===== src/rtl/oqpsk_spreader.sv =====
// IEEE 802.15.4 2.4 GHz DSSS spreader: turns the framed bit stream into one
// registered 32-chip word per 4-bit symbol, LSB-first within each byte.
module oqpsk_spreader #(
   parameter logic [31:0] SYMBOL0  = 32'hD9C3522E,
   parameter logic [31:0] ODD_MASK = 32'h55555555
) (
   input  logic        clk,
   input  logic        reset_n,
   input  logic [7:0]  din,
   input  logic        indicator,
   output logic [31:0] chips,
   output logic        chip_valid,
   output logic        frame_start,
   output logic        frame_end,
   output logic        sync_err
);

   typedef enum logic {StIdle, StActive} state_e;

   state_e      state_q, state_d;
   logic [2:0]  phase_q, phase_d;
   logic [2:0]  nib_q, nib_d;
   logic        first_q, first_d;
   logic [31:0] chips_q, chips_d;
   logic        chip_valid_q, chip_valid_d;
   logic        frame_start_q, frame_start_d;
   logic        frame_end_q, frame_end_d;
   logic        sync_err_q, sync_err_d;

   logic        cur_bit;
   logic        complete;
   logic [3:0]  symbol;

   // Symbols 0-7 are cyclic shifts of SYMBOL0; 8-15 additionally flip odd chips.
   function automatic logic [31:0] chip_map(input logic [3:0] sym);
      logic [63:0] dbl;
      logic [31:0] rot;
      dbl = {SYMBOL0, SYMBOL0} >> {sym[2:0], 2'b00};
      rot = dbl[31:0];
      return sym[3] ? (rot ^ ODD_MASK) : rot;
   endfunction

   assign cur_bit  = din[phase_q];
   assign complete = (phase_q[1:0] == 2'b11);
   assign symbol   = {cur_bit, nib_q};

   always_comb begin
      state_d       = state_q;
      phase_d       = phase_q;
      nib_d         = nib_q;
      first_d       = first_q;
      chips_d       = chips_q;
      chip_valid_d  = 1'b0;
      frame_start_d = 1'b0;
      frame_end_d   = 1'b0;
      sync_err_d    = 1'b0;

      unique case (state_q)
         StIdle: begin
            if (indicator) begin
               state_d = StActive;
               phase_d = 3'd0;
               first_d = 1'b1;
            end
         end
         StActive: begin
            case (phase_q[1:0])
               2'd0:    nib_d[0] = cur_bit;
               2'd1:    nib_d[1] = cur_bit;
               2'd2:    nib_d[2] = cur_bit;
               default: ;
            endcase
            if (complete) begin
               chips_d       = chip_map(symbol);
               chip_valid_d  = 1'b1;
               frame_start_d = first_q;
               first_d       = 1'b0;
            end
            phase_d = phase_q + 3'd1;
            // End of frame: a partial nibble is dropped and flagged as a sync error.
            if (indicator) begin
               state_d     = StIdle;
               phase_d     = 3'd0;
               frame_end_d = 1'b1;
               sync_err_d  = (phase_q != 3'd7);
            end
         end
         default: state_d = StIdle;
      endcase
   end

   always_ff @(posedge clk or negedge reset_n) begin
      if (!reset_n) begin
         state_q       <= StIdle;
         phase_q       <= 3'd0;
         nib_q         <= 3'd0;
         first_q       <= 1'b1;
         chips_q       <= 32'd0;
         chip_valid_q  <= 1'b0;
         frame_start_q <= 1'b0;
         frame_end_q   <= 1'b0;
         sync_err_q    <= 1'b0;
      end else begin
         state_q       <= state_d;
         phase_q       <= phase_d;
         nib_q         <= nib_d;
         first_q       <= first_d;
         chips_q       <= chips_d;
         chip_valid_q  <= chip_valid_d;
         frame_start_q <= frame_start_d;
         frame_end_q   <= frame_end_d;
         sync_err_q    <= sync_err_d;
      end
   end

   assign chips       = chips_q;
   assign chip_valid  = chip_valid_q;
   assign frame_start = frame_start_q;
   assign frame_end   = frame_end_q;
   assign sync_err    = sync_err_q;

endmodule


===== config.mk =====
export PLATFORM = sky130hd
export DESIGN_NAME = oqpsk_spreader
export DESIGN_NICKNAME = d
export VERILOG_FILES = /design/src/rtl/oqpsk_spreader.sv
export SDC_FILE = /design/constraint.sdc
export NUM_CORES = 1
export LEC_CHECK = 0
export BUFFER_PORTS_ARGS = -buffer_cell sky130_fd_sc_hd__buf_4
export CAP_MARGIN = 20
export CORE_MARGIN = 2
export CORE_UTILIZATION = 49
export DETAILED_ROUTE_END_ITERATION = 10
export MAX_ROUTING_LAYER = met4
export PLACE_DENSITY_LB_ADDON = 0.05
export SKIP_CTS_REPAIR_TIMING = 1
export SLEW_MARGIN = 5
export SYNTH_ARGS = -nofsm -noshare
export SYNTH_HDL_FRONTEND = slang
export SYNTH_SLANG_ARGS = --single-unit

===== constraint.sdc =====
create_clock -name clk -period 1.72 [get_ports clk]
set_input_delay 0.172 -clock clk [delete_from_list [all_inputs] [get_ports clk]]
set_output_delay 0.172 -clock clk [all_outputs]
set_load 0.02 [all_outputs]

==> out/summary.txt <==
YS warnings: 0
Tcrit/Tclk final: 0.978
leak pwr: 1.35 nW
crit end category: flop
r2r startpoint: phase_q[0]
fmax: 594 MHz
initial drt markers: 62
row count: 24
worst hold path type: in -> reg
Initial Utilization: 0.508
CTS clk-pin slew, worst paths: 0.08 ns
# diodes: 0
Synth Register Bits: 44
DRC viols: 0
Die Wd: 71.2 um
Final Slew Violations: 0
Cell Chain, Critical Path: mux4_2, mux2i_2, buf_12, xor2_1, o21ai_1
core area: 4350 um^2
final WL: 4260 um
Sink Count: 44
path depth of the worst reg2reg path: 5
crit path kind: reg -> reg
CP Capture Point: chips[28]
power per standard cell area: 1790 nW/um^2
ANT nets after route: 0
Setup TNS Final: 0 ns
Fin. Hold Viols: 0
worst slew pin tran: 0.542 ns
Post-synth top flop: dfrtp_1
net count reported at finish: 298
Syn Inst Count: 223
Synth top area share: 0.486
Crit path max-delay family: multiplexers
Synth area leader: dfrtp_1
GRT Total Usage: 0.183
Req. time, crit path: 1.90 ns
H-tree levels: 2
switch share: 0.414
worst reg2reg endpoint: chips[28]
Vias: 1675
sequential power share: 0.330
die area: 5070 um^2
CP Buf/Inv Count: 1
hold path cells: 3
WHS: 0.161 ns
die height: 71.2 um
total power draw: 4.86 mW
commonest cells in the synthesized netlist: dfrtp_1 (43), nand2_1 (36), o21ai_0 (28), a21oi_1 (15), ha_1 (13)
vias in the first global route: 1556
pin count of the biggest net entering global routing: 45
syn avg cell area: 9.93 um^2
Worst Setup SP: phase_q[0]
Synth area leaders: dfrtp_1 (49%), ha_1 (7.3%), o21ai_0 (6.3%)
IO buf count: 46
routed length per placed instance: 13.0 um
synthesis-to-finish area growth: 22.8%
synthesized net count: 247
internal power: 2.85 mW
DP HPWL: 3080 um
cell area after synthesis: 2210 um^2
CTS tree: done
post-layout min period: 1.68 ns
Root Buffer: clkbuf_8
CP Launch Type: flop
Net Switching: 2.01 mW
Worst Path Max Fanout: 18
initial antenna violation count: 0
Unique masters post-synth: 32
most common cell in the netlist: dfrtp_1
first-pass GRT wire length: 7090 um
fraction of layout cells with a size suffix above 1: 0.251
EDFF count, synth: 0
Final GP Congestion: 0.763
reg2reg setup slack: 0.04 ns
CP max stage delay: 0.51 ns
Clock Path Buffers: 2
io pins: 47
worst relative slew slack: 0.639
register area share after synthesis: 0.498
Max-Cap Viols: 0
Comb pwr share: 0.534
CTS buffer count: 5
clk_lat worst skew: 0.29 ns
Worst path depth: 5
Pre-antenna DRT Iters: 4
status: complete, no violations
vias per std cell: 5.12
Clock Skew: 0.00703 ns
Slowest-stage cell, CP: mux4_2
Clock power frac: 0.136
global route overflow: 0
crit path DAT: 1.86 ns
Synth async-reset ratio: 1.00
count of final setup violators: 0
unrepaired setup endpoints after global routing: true
Max VDD drop: 0.780 mV
==> layer usage <==
metal / share of wire / vias to the layer above / track usage
met5: 0 / - / -
met4: 0.012 / 0 / 0.0503
met3: 0.051 / 6 / 0.0478
met2: 0.47 / 43 / 0.290
met1: 0.46 / 785 / 0.234
li1: - / 841 / -
==> through the flow <==
step	cells	instance area [um^2]	util	worst slack, ns
after global routing	327	2720	0.624	-0.0194
after CTS	325	2700	0.619	0.0219
after floorplan	223	2210	-	0.00472
final	327	2720	0.624	0.0373
after detailed placement	317	2610	0.599	0.0297
after global placement	317	2610	0.599	0.0531
==> layout by cell type, fill, tap and decap left out, drive strengths merged, types with 2 or more instances in the layout <==
cell type	netlist	routed
a21boi	2	2
a21o	2	2
a21oi	15	15
a31oi	4	4
buf	6	57
clkbuf	8	8
dfrtp	43	43
ha	13	13
inv	9	9
mux2i	2	2
mux4	2	2
nand2	36	36
nand2b	2	2
nor2	12	12
nor2b	5	5
o21ai	35	35
o31ai	2	2
xnor2	10	10
xor2	6	6
==> final cells by class <==
type                    count  area (um^2)
fillers                   390         1640
flip-flops and latches     44         1100
multi-input cells         155          967
repair buffers             58          454
clock buffers               8         90.1
well taps                  52         65.1
inverters                  10         37.5
==> power groups by stage <==
stage                     clock network [mW]  registers (mW)  logic, mW
after floorplan                            0            1.93       1.44
after global placement                     0            1.62       2.54
after detailed placement                   0            1.63       2.58
after CTS                              0.679            1.61       2.59
after global routing                   0.710            1.65       2.88
final                                  0.660            1.60       2.60
==> tightest hold or removal path: cells and delay by family <==
kind | cells | cell delay [ns]
buf+inv | 2 | 0.20
compound gates | 1 | 0.05
==> state kept, by name, indices dropped and copies added, names as in the netlist <==
name / cells
phase_q: 3
first_q: 1
state_q: 1
nib_q: 3
chips: 32
frame_end: 1
sync_err: 1
frame_start: 1
chip_valid: 1
==> worst min path at each step <==
stage | start | endpoint | slack, ns
floorplan | reset_n | chip_valid | -0.12
global placement | reset_n | chips[23] | 0.20
detailed placement | reset_n | chips[22] | 0.20
CTS | reset_n | chips[16] | -0.12
global route | indicator | sync_err | 0.17
finish | indicator | sync_err | 0.16
==> logic make-up (layout without fill, tap and decap cells) <==
family          after synthesis  in the layout  share of synthesized area
compound gates               64             64                      0.159
xor+xnor                     16             16                     0.0633
simple gates                 58             58                      0.110
fa+ha+maj                    13             13                     0.0735
buf+inv                      24             76                     0.0633
flops                        44             44                      0.498
mux                           4              4                     0.0328
Note: power is estimated with default switching activity, not from simulation.
